[src/rtl/convolution_pkg.sv]
// Shared definitions for the convolution input loader.
// Holds the default frame geometry, the word-counter width and the loader
// FSM state encoding used by the top level.
package convolution_pkg;

  localparam int CONV_DATA_W        = 32;
  localparam int CONV_IMG_DEPTH     = 64;
  localparam int CONV_IMG_ADDR_W    = 6;
  localparam int CONV_KERNEL_DEPTH  = 4;
  localparam int CONV_KERNEL_ADDR_W = 2;
  localparam int FRAME_WORDS        = CONV_KERNEL_DEPTH + CONV_IMG_DEPTH;
  localparam int CNT_W              = 7;

  typedef enum logic [1:0] {
    ST_LOAD  = 2'd0,
    ST_DRAIN = 2'd1,
    ST_START = 2'd2,
    ST_RUN   = 2'd3
  } conv_state_e;

endpackage

[src/rtl/conv_sp_ram.sv]
// Simple RAM with one write port and one registered read port.
// Ports:
//   clk            clock
//   rst            synchronous active-high reset (clears the read register only)
//   we/waddr/wdata write enable, address and data
//   re/raddr       read enable and address; q updates on the edge where re=1
//   q              registered read data, holds while re=0
module conv_sp_ram #(
  parameter int DEPTH  = 64,
  parameter int ADDR_W = 6,
  parameter int DATA_W = 32
) (
  input  logic              clk,
  input  logic              rst,
  input  logic              we,
  input  logic [ADDR_W-1:0] waddr,
  input  logic [DATA_W-1:0] wdata,
  input  logic              re,
  input  logic [ADDR_W-1:0] raddr,
  output logic [DATA_W-1:0] q
);

  logic [DATA_W-1:0] mem_r [DEPTH];
  logic [DATA_W-1:0] q_r;

  // Storage write; contents deliberately survive reset.
  always_ff @(posedge clk) begin
    if (we) begin
      mem_r[waddr] <= wdata;
    end
  end

  // Registered read port with one cycle latency.
  always_ff @(posedge clk) begin
    if (rst) begin
      q_r <= {DATA_W{1'b0}};
    end else if (re) begin
      q_r <= mem_r[raddr];
    end else begin
      q_r <= q_r;
    end
  end

  assign q = q_r;

endmodule

[src/rtl/convolution_input_loader.sv]
// Stream-to-RAM loader and start/done sequencer for the convolution core.
// A frame of KERNEL_DEPTH+IMG_DEPTH words arrives on s_valid/s_ready/s_data
// (s_last on the final word). Kernel words fill the kernel RAM, the rest fill
// the image RAM, then the core is started via ap_ctrl_hs and the RAMs serve
// the core's img/kernel read ports.
// Ports:
//   ap_clk, ap_rst                    clock, synchronous active-high reset
//   s_valid, s_ready, s_data, s_last  input word stream
//   conv_start, conv_ready, conv_done core start handshake
//   img_ce0/img_address0/img_q0       core image read port
//   kernel_ce0/kernel_address0/kernel_q0 core kernel read port
//   busy                              high outside LOAD
//   frame_done, frame_err             one-cycle status pulses
module convolution_input_loader
  import convolution_pkg::*;
#(
  parameter int DATA_W        = CONV_DATA_W,
  parameter int IMG_DEPTH     = CONV_IMG_DEPTH,
  parameter int IMG_ADDR_W    = CONV_IMG_ADDR_W,
  parameter int KERNEL_DEPTH  = CONV_KERNEL_DEPTH,
  parameter int KERNEL_ADDR_W = CONV_KERNEL_ADDR_W
) (
  input  logic                     ap_clk,
  input  logic                     ap_rst,
  input  logic                     s_valid,
  output logic                     s_ready,
  input  logic [DATA_W-1:0]        s_data,
  input  logic                     s_last,
  output logic                     conv_start,
  input  logic                     conv_ready,
  input  logic                     conv_done,
  input  logic                     img_ce0,
  input  logic [IMG_ADDR_W-1:0]    img_address0,
  output logic [DATA_W-1:0]        img_q0,
  input  logic                     kernel_ce0,
  input  logic [KERNEL_ADDR_W-1:0] kernel_address0,
  output logic [DATA_W-1:0]        kernel_q0,
  output logic                     busy,
  output logic                     frame_done,
  output logic                     frame_err
);

  localparam logic [CNT_W-1:0] LAST_IDX   = CNT_W'(KERNEL_DEPTH + IMG_DEPTH - 1);
  localparam logic [CNT_W-1:0] KERNEL_IDX = CNT_W'(KERNEL_DEPTH);

  conv_state_e        state_r;
  logic [CNT_W-1:0]   cnt_r;
  logic               frame_done_r;
  logic               frame_err_r;

  logic               s_ready_s;
  logic               accept_s;
  logic               load_wr_s;
  logic               kernel_we_s;
  logic               img_we_s;

  // Ready is also held low while reset is asserted so nothing is taken
  // in the reset cycle regardless of the pre-reset state.
  assign s_ready_s   = ((state_r == ST_LOAD) || (state_r == ST_DRAIN)) && !ap_rst;
  assign accept_s    = s_valid && s_ready_s;
  assign load_wr_s   = accept_s && (state_r == ST_LOAD);
  assign kernel_we_s = load_wr_s && (cnt_r < KERNEL_IDX);
  assign img_we_s    = load_wr_s && (cnt_r >= KERNEL_IDX);

  // Loader FSM, word counter and status pulses.
  always_ff @(posedge ap_clk) begin
    if (ap_rst) begin
      state_r      <= ST_LOAD;
      cnt_r        <= {CNT_W{1'b0}};
      frame_done_r <= 1'b0;
      frame_err_r  <= 1'b0;
    end else begin
      frame_done_r <= 1'b0;
      frame_err_r  <= 1'b0;
      case (state_r)
        ST_LOAD: begin
          if (accept_s) begin
            if (cnt_r == LAST_IDX) begin
              // Full word count reached: good frame only if it is marked last.
              cnt_r <= {CNT_W{1'b0}};
              if (s_last) begin
                state_r <= ST_START;
              end else begin
                frame_err_r <= 1'b1;
                state_r     <= ST_DRAIN;
              end
            end else if (s_last) begin
              frame_err_r <= 1'b1;
              cnt_r       <= {CNT_W{1'b0}};
            end else begin
              cnt_r <= cnt_r + 7'd1;
            end
          end
        end
        ST_DRAIN: begin
          if (accept_s && s_last) begin
            state_r <= ST_LOAD;
            cnt_r   <= {CNT_W{1'b0}};
          end
        end
        ST_START: begin
          if (conv_ready) begin
            if (conv_done) begin
              frame_done_r <= 1'b1;
              state_r      <= ST_LOAD;
            end else begin
              state_r <= ST_RUN;
            end
          end
        end
        ST_RUN: begin
          if (conv_done) begin
            frame_done_r <= 1'b1;
            cnt_r        <= {CNT_W{1'b0}};
            state_r      <= ST_LOAD;
          end
        end
        default: begin
          state_r <= ST_LOAD;
          cnt_r   <= {CNT_W{1'b0}};
        end
      endcase
    end
  end

  conv_sp_ram #(
    .DEPTH  (KERNEL_DEPTH),
    .ADDR_W (KERNEL_ADDR_W),
    .DATA_W (DATA_W)
  ) u_kernel_ram (
    .clk   (ap_clk),
    .rst   (ap_rst),
    .we    (kernel_we_s),
    .waddr (KERNEL_ADDR_W'(cnt_r)),
    .wdata (s_data),
    .re    (kernel_ce0),
    .raddr (kernel_address0),
    .q     (kernel_q0)
  );

  // Image words start after the kernel words, so the image address is the
  // counter minus the kernel depth.
  conv_sp_ram #(
    .DEPTH  (IMG_DEPTH),
    .ADDR_W (IMG_ADDR_W),
    .DATA_W (DATA_W)
  ) u_img_ram (
    .clk   (ap_clk),
    .rst   (ap_rst),
    .we    (img_we_s),
    .waddr (IMG_ADDR_W'(cnt_r - KERNEL_IDX)),
    .wdata (s_data),
    .re    (img_ce0),
    .raddr (img_address0),
    .q     (img_q0)
  );

  assign s_ready    = s_ready_s;
  assign conv_start = (state_r == ST_START);
  assign busy       = (state_r != ST_LOAD);
  assign frame_done = frame_done_r;
  assign frame_err  = frame_err_r;

endmodule

[config.mk]
export PLATFORM = sky130hd
export DESIGN_NAME = convolution_input_loader
export DESIGN_NICKNAME = d
export VERILOG_FILES = /design/src/rtl/convolution_pkg.sv /design/src/rtl/conv_sp_ram.sv /design/src/rtl/convolution_input_loader.sv
export SDC_FILE = /design/constraint.sdc
export NUM_CORES = 2
export LEC_CHECK = 0
export ABC_AREA = 1
export BUFFER_PORTS_ARGS = -buffer_cell sky130_fd_sc_hd__clkbuf_2
export CAP_MARGIN = 15
export CORE_MARGIN = 2
export CORE_UTILIZATION = 40
export DETAILED_ROUTE_END_ITERATION = 16
export PLACE_DENSITY = 0.56
export SLEW_MARGIN = 20
export SYNTH_ARGS = -nofsm -noshare
export SYNTH_HDL_FRONTEND = slang
export SYNTH_HIERARCHICAL = 1
export SYNTH_SLANG_ARGS = --single-unit
[constraint.sdc]
create_clock -name ap_clk -period 5.9 [get_ports ap_clk]
set_clock_uncertainty 0.05 [all_clocks]
set_input_delay 1.18 -clock ap_clk [delete_from_list [all_inputs] [get_ports ap_clk]]
set_output_delay 1.18 -clock ap_clk [all_outputs]
set_load 0.05 [all_outputs]
# After elaboration in Yosys (flattened, before gate mapping)
# Memory sizes are Yosys's and may differ from the RTL's. A register that Yosys moved wholly into a read port is not among the register bits.
# Cells that the tools add are included.
# word_totals
regBits	11
output_inout_bits	69
elab_cells	59
inputBits	48
ram_bits	2176
n_memories	2
# mem_list
memory	depth	word_bits	read_ports	rd_ports_with_merged_regs	write_ports	line	rtl
u_img_ram.mem_r	64	32	1	1	1	conv_sp_ram.sv:23	logic [DATA_W-1:0] mem_r [DEPTH];
u_kernel_ram.mem_r	4	32	1	1	1	conv_sp_ram.sv:23	
# classes
order_cmp	2
reduce_logical	14
muxes	24
n_addsub	2
bitwise_logic	2
eq_ne	9
# ops
cell	count
7-bit 2-to-1 mux	5
7-bit one-hot mux with 3 select lines	1
2-bit 2-to-1 mux	7
1-bit 2-to-1 mux	9
2-bit one-hot mux with 4 select lines	1
7-bit by 1-bit adder with 7-bit output, second input constant	1
7-bit == test, second input constant	1
7-bit by 3-bit >= comparator with 1-bit output, second input constant	1
7-bit by 3-bit less-than comparator with 1-bit output, second input constant	1
1-bit logical AND	6
2-bit by 1-bit != test with 1-bit output, second input constant	3
6-bit by 3-bit subtractor with 6-bit output, second input constant	1
5-bit AND reduction	1
2-bit == test, second input constant	2
2-bit != test, second input constant	2
4-bit AND reduction	1
3-bit nonzero test	1
3-bit OR reduction	1
2-bit by 1-bit == test with 1-bit output, second input constant	1
2-bit zero test	1
1-bit NOT	2
1-bit one-hot mux with 2 select lines	1
2-bit nonzero test	1
1-bit zero test	1
1-bit logical OR	1

# Logic depth before layout (Yosys ltp)
# depth
ltp_word	8
depth_mapped	15

# Hierarchy
# Netlist, hierarchy kept.
# by_module_without_submodules
mod	cells_each	n_inst	area_each_um2
conv_sp_ram at u_img_ram	6887	1	83251.1
conv_sp_ram at u_kernel_ram	488	1	5952.0
convolution_input_loader	126	1	828.3

# Least setup slack after synthesis
# Ideal clock, no wire load.
# synth_timing
kind	in2reg
start	input port ap_rst
end	memory u_img_ram.mem_r[48][0] (enable)
t_arrival_ps	5441
setup_ps	502
path_stages	6
path_slack_ps	-94
path_buffers	1
path_cell_list	nor2_4 nand3_1 a21oi_1 clkbuf_1 nand4_1 nor4_1
# synth_via
elab_chain_cells	7
# synth_rtl
element	line	rtl
from (decl)	convolution_input_loader.sv:24	input logic ap_rst,
1-bit zero test	convolution_input_loader.sv:59	assign s_ready_s = ((state_r == ST_LOAD) || (state_r == ST_DRAIN)) && !ap_rst;
1-bit logical AND	convolution_input_loader.sv:59	
1-bit logical AND	convolution_input_loader.sv:60	assign accept_s = s_valid && s_ready_s;
1-bit logical AND	convolution_input_loader.sv:61	assign load_wr_s = accept_s && (state_r == ST_LOAD);
1-bit logical AND	convolution_input_loader.sv:63	assign img_we_s = load_wr_s && (cnt_r >= KERNEL_IDX);
net img_we_s	convolution_input_loader.sv:55	logic img_we_s;
1-bit 2-to-1 mux	conv_sp_ram.sv:28	if (we) begin
1-bit 2-to-1 mux (not written as such)	conv_sp_ram.sv:29	mem_r[waddr] <= wdata;
to (decl)	conv_sp_ram.sv:23	
# The timed path passes the listed nets, and every way through them passes these cells.

# Worst setup path after layout
# layout_timing
start	register cnt_r[2]
end	memory u_img_ram.mem_r[16][6] (enable)
# layout_via
elab_chain_cells	4
elab_cells_between_ends	5
classes_between	add/sub: 1; order compare: 1; mux: 2; reduce/logical: 1
# layout_rtl
element	line	rtl
from (decl)	convolution_input_loader.sv:47	logic [CNT_W-1:0] cnt_r;
from (signal assigned)	convolution_input_loader.sv:69	cnt_r <= {CNT_W{1'b0}};
from (signal assigned)	convolution_input_loader.sv:80	cnt_r <= {CNT_W{1'b0}};
from (signal assigned)	convolution_input_loader.sv:89	cnt_r <= {CNT_W{1'b0}};
7-bit by 3-bit >= comparator with 1-bit output	convolution_input_loader.sv:63	
1-bit logical AND	convolution_input_loader.sv:63	
net img_we_s	convolution_input_loader.sv:55	
1-bit 2-to-1 mux	conv_sp_ram.sv:28	
1-bit 2-to-1 mux (not written as such)	conv_sp_ram.sv:29	
# The timed path passes the listed nets, and every way through them passes these cells.

==> run metrics <==
Worst Setup Path Type flop to flop; CP startpoint kind flop; area added between synthesis and finish 12.99%; Worst R2R Path Depth 7; number of violations reported at the end of detailed-routing iteration 0 6581; Post-Synth XOR/XNOR Area 0.01946%; number of register bits inferred by synthesis 2251; # hold bufs at CTS 0; post-CTS setup buffer count 0; number of antenna violations at the first check in global routing 9; gate count of the mapped netlist 7501; average size of a mapped cell 12.00 um^2; Gates resized, CTS repair 0; master of the slowest instance on the critical path sky130_fd_sc_hd__nand4_1; most frequent cells in the layout 2395 x sky130_fd_sc_hd__nand2_1, 2176 x sky130_fd_sc_hd__edfxtp_1, 2032 x sky130_fd_sc_hd__nand3_1; capture endpoint of the worst hold path u_kernel_ram/q[0]; final count of negative-setup-slack endpoints 0; Max-cap violations 0; DR vias/cell 5.445; data arrival time of the critical path 4.89 ns; largest family of logic cells by synthesized area simple AND/OR/NAND/NOR gates; vias 58638; endpoint of the worst register-to-register path u_img_ram/mem_r[16][6]; FILL cells 20189; Die Span X 478.4 um; critical path required time 6.40 ns; share of the synthesized area in compound gates (AO/OA/AOI/OAI) 0.4544%; RSZ-0062 raised after global routing false; slew at the pin closest to its max-slew limit 1.102 ns; startpoint of the tightest hold check path u_kernel_ram/q[0]; largest net degree at the start of global routing 170; global-route wire length before repair 378.8 mm; Critical Path Fanout Max 13; average detailed-routed wire length per instance 24.01 um; Post-Place Worst Slack 0.9244 ns; Max Root-Sink Buffers 3; most common cell after layout, fill and taps aside sky130_fd_sc_hd__nand2_1; worst setup slack for register-to-register paths 1.51 ns; Pleak 35.86 nW; TritonCTS Sinks 2251; clock latency on the worst-skew pair 0.87 ns; CTS tree done; fin nets 7614; routability-driven placement congestion ratio 0.8236; portion of the post-synthesis area used by sequential elements 74.25%; global-route usage over all layers 22.16%; Max IR drop VDD 0.3041 mV; total congestion overflow 0; category of the worst setup path capture point flop; final-report hold violation count 0; worst slack on hold paths 0.4784 ns; worst hold path class flop to flop; # port buffers 116; source of the worst register-to-register timing path cnt_r[2]; effective utilization at floorplan 40.15%; library cells used by synthesis 34; area of the core 224200 um^2; fmax 227.8 MHz; Yosys Warn Count 6; fin crit share 74.40%; die footprint 228900 um^2; arithmetic-cell share of the synthesized area counting full adders, half adders and majority gates 0.08338%; number of levels the H-tree was split into 4; critical path cell sequence inv_1 > nand3_1 > nor3_1 > a21oi_1 > nand4_1 > nor2_4 > buf_4; DR pass1 iterations 8; placed wire-length estimate after detailed placement 136.3 mm; synthesized cell area 90030 um^2; vias in the first global route 55638; cell total after placement 10319; Routed Antenna Nets 0; number of slew-limit violations in the final report 0; run status finished clean; total CTS buffers 231; basic-gate share of the synthesized area counting and, or, nand and nor cells 22.15%; Largest stage delay, worst path 1.00 ns; post-route non-filler standard cell count 10770; number of core rows 174; power density normalized to cell area 334.9 nW/um^2; Hold Path Stages 2; Post-Synthesis Net Count 7555; Clock Pin Slew Worst Setup and Hold Paths 0.06 ns; number of remaining DRC errors 0; proportion of layout cells with a drive suffix above 1 9.351%; root cell of the clock tree sky130_fd_sc_hd__clkbuf_16; CP delay by family, top simple AND/OR/NAND/NOR gates; final setup TNS 0 ns; die outline height 478.4 um; final period demand of the worst path 4.390 ns; mux share of post-synthesis cell area 0%; final routed wirelength across all metal layers 258.6 mm; I/O pin count 117; Worst Slack Setup Final 1.510 ns; number of buffer and inverter instances along the worst setup path 2; Max transition margin 26.34%
report_power, final:
| group | internal, mW | total [mW] | switching [mW] | leakage, nW |
|---|---|---|---|---|
| Sequential | 17.6 | 17.6 | 0.0327 | 20.2 |
| Combinational | 0.469 | 2.06 | 1.59 | 12.0 |
| Clock | 8.26 | 14.4 | 6.14 | 3.65 |
| Total | 26.3 | 34.1 | 7.77 | 35.9 |
Yosys cell counts (all sizes together):
cell type / count / area share, %
xor2: 2 / 0.019
clkbuf: 84 / 0.36
nor2: 143 / 0.60
inv: 71 / 0.30
buf: 405 / 2.4
edfxtp: 2176 / 73
dfxtp: 75 / 1.7
nor4: 9 / 0.063
o22ai: 2 / 0.014
or2: 1 / 0.0070
clkinv: 1 / 0.0042
nand4: 9 / 0.063
nor3: 8 / 0.044
nand3b: 3 / 0.025
nand2: 2397 / 10
ha: 6 / 0.083
nand3: 2035 / 11
a21oi: 34 / 0.21
o21ai: 40 / 0.23
sequential cells by signal (all words and copies together) (netlist names):
register	flops
u_img_ram/mem_r	2048
u_kernel_ram/mem_r	128
u_img_ram/q	32
u_kernel_ram/q	32
cnt_r	7
state_r	2
frame_done	1
frame_err	1
area by class of cell:
class	instances	area [um^2]	share of cell area, %
Sequential cell	2251	66840	65.71
Multi-Input combinational cell	4689	20940	20.58
Clock buffer	314	6340	6.232
Tap cell	2992	3744	3.680
Timing Repair Buffer	315	2391	2.350
Clock inverter	123	1130	1.111
Inverter	72	309.0	0.3038
Antenna cell	14	35.03	0.03444
per-layer routing:
| layer | GRT usage, % | wire length (um) |
|---|---|---|
| met2 | 36.03 | 124000 |
| met3 | 3.160 | 17430 |
| met1 | 31.16 | 111400 |
| met4 | 5.994 | 5751 |
| met5 | 0 | 0 |
worst register-to-register path, delay by kind of cell (launching register included):
kind / cells / cell delay, ns
compound gates: 1 / 0.62
flops: 1 / 0.44
simple gates: 4 / 2.31
buf+inv: 2 / 0.67
metrics by stage:
stage               cell area, um^2  util, %  total power [mW]
finish                       101700    45.37             34.07
global route                 101700    45.35             35.13
CTS                          101700    45.35             34.30
detailed placement            94220    42.02             20.01
global placement              94220    42.02             19.99
floorplan                     90030        -             19.13
worst max-delay path by stage:
stage / startpoint / endpoint / slack (ns) / cells past startpoint
6_report: cnt_r[2] / u_img_ram/mem_r[16][6] / 1.51 / 7
5_1_grt: cnt_r[2] / u_img_ram/mem_r[56][15] / 1.32 / 7
4_1_cts: cnt_r[2] / u_img_ram/mem_r[16][7] / 1.63 / 7
3_5_place_dp: ap_rst / u_img_ram/mem_r[16][14] / 0.92 / 7
3_3_place_gp: ap_rst / u_img_ram/mem_r[16][24] / 1.03 / 7
2_1_floorplan: ap_rst / u_img_ram/mem_r[48][0] / -0.09 / 6
cell families (layout without fill, tap and decap cells):
| family | Yosys count | in the layout |
|---|---|---|
| flip-flops | 2251 | 2251 |
| XOR/XNOR | 2 | 2 |
| other | 0 | 14 |
| AO/OA/AOI/OAI | 76 | 76 |
| buffers and inverters | 561 | 824 |
| AND/OR/NAND/NOR | 4605 | 4605 |
| adder cells (fa/ha/maj) | 6 | 6 |
Power figures use the tool's default switching activity.
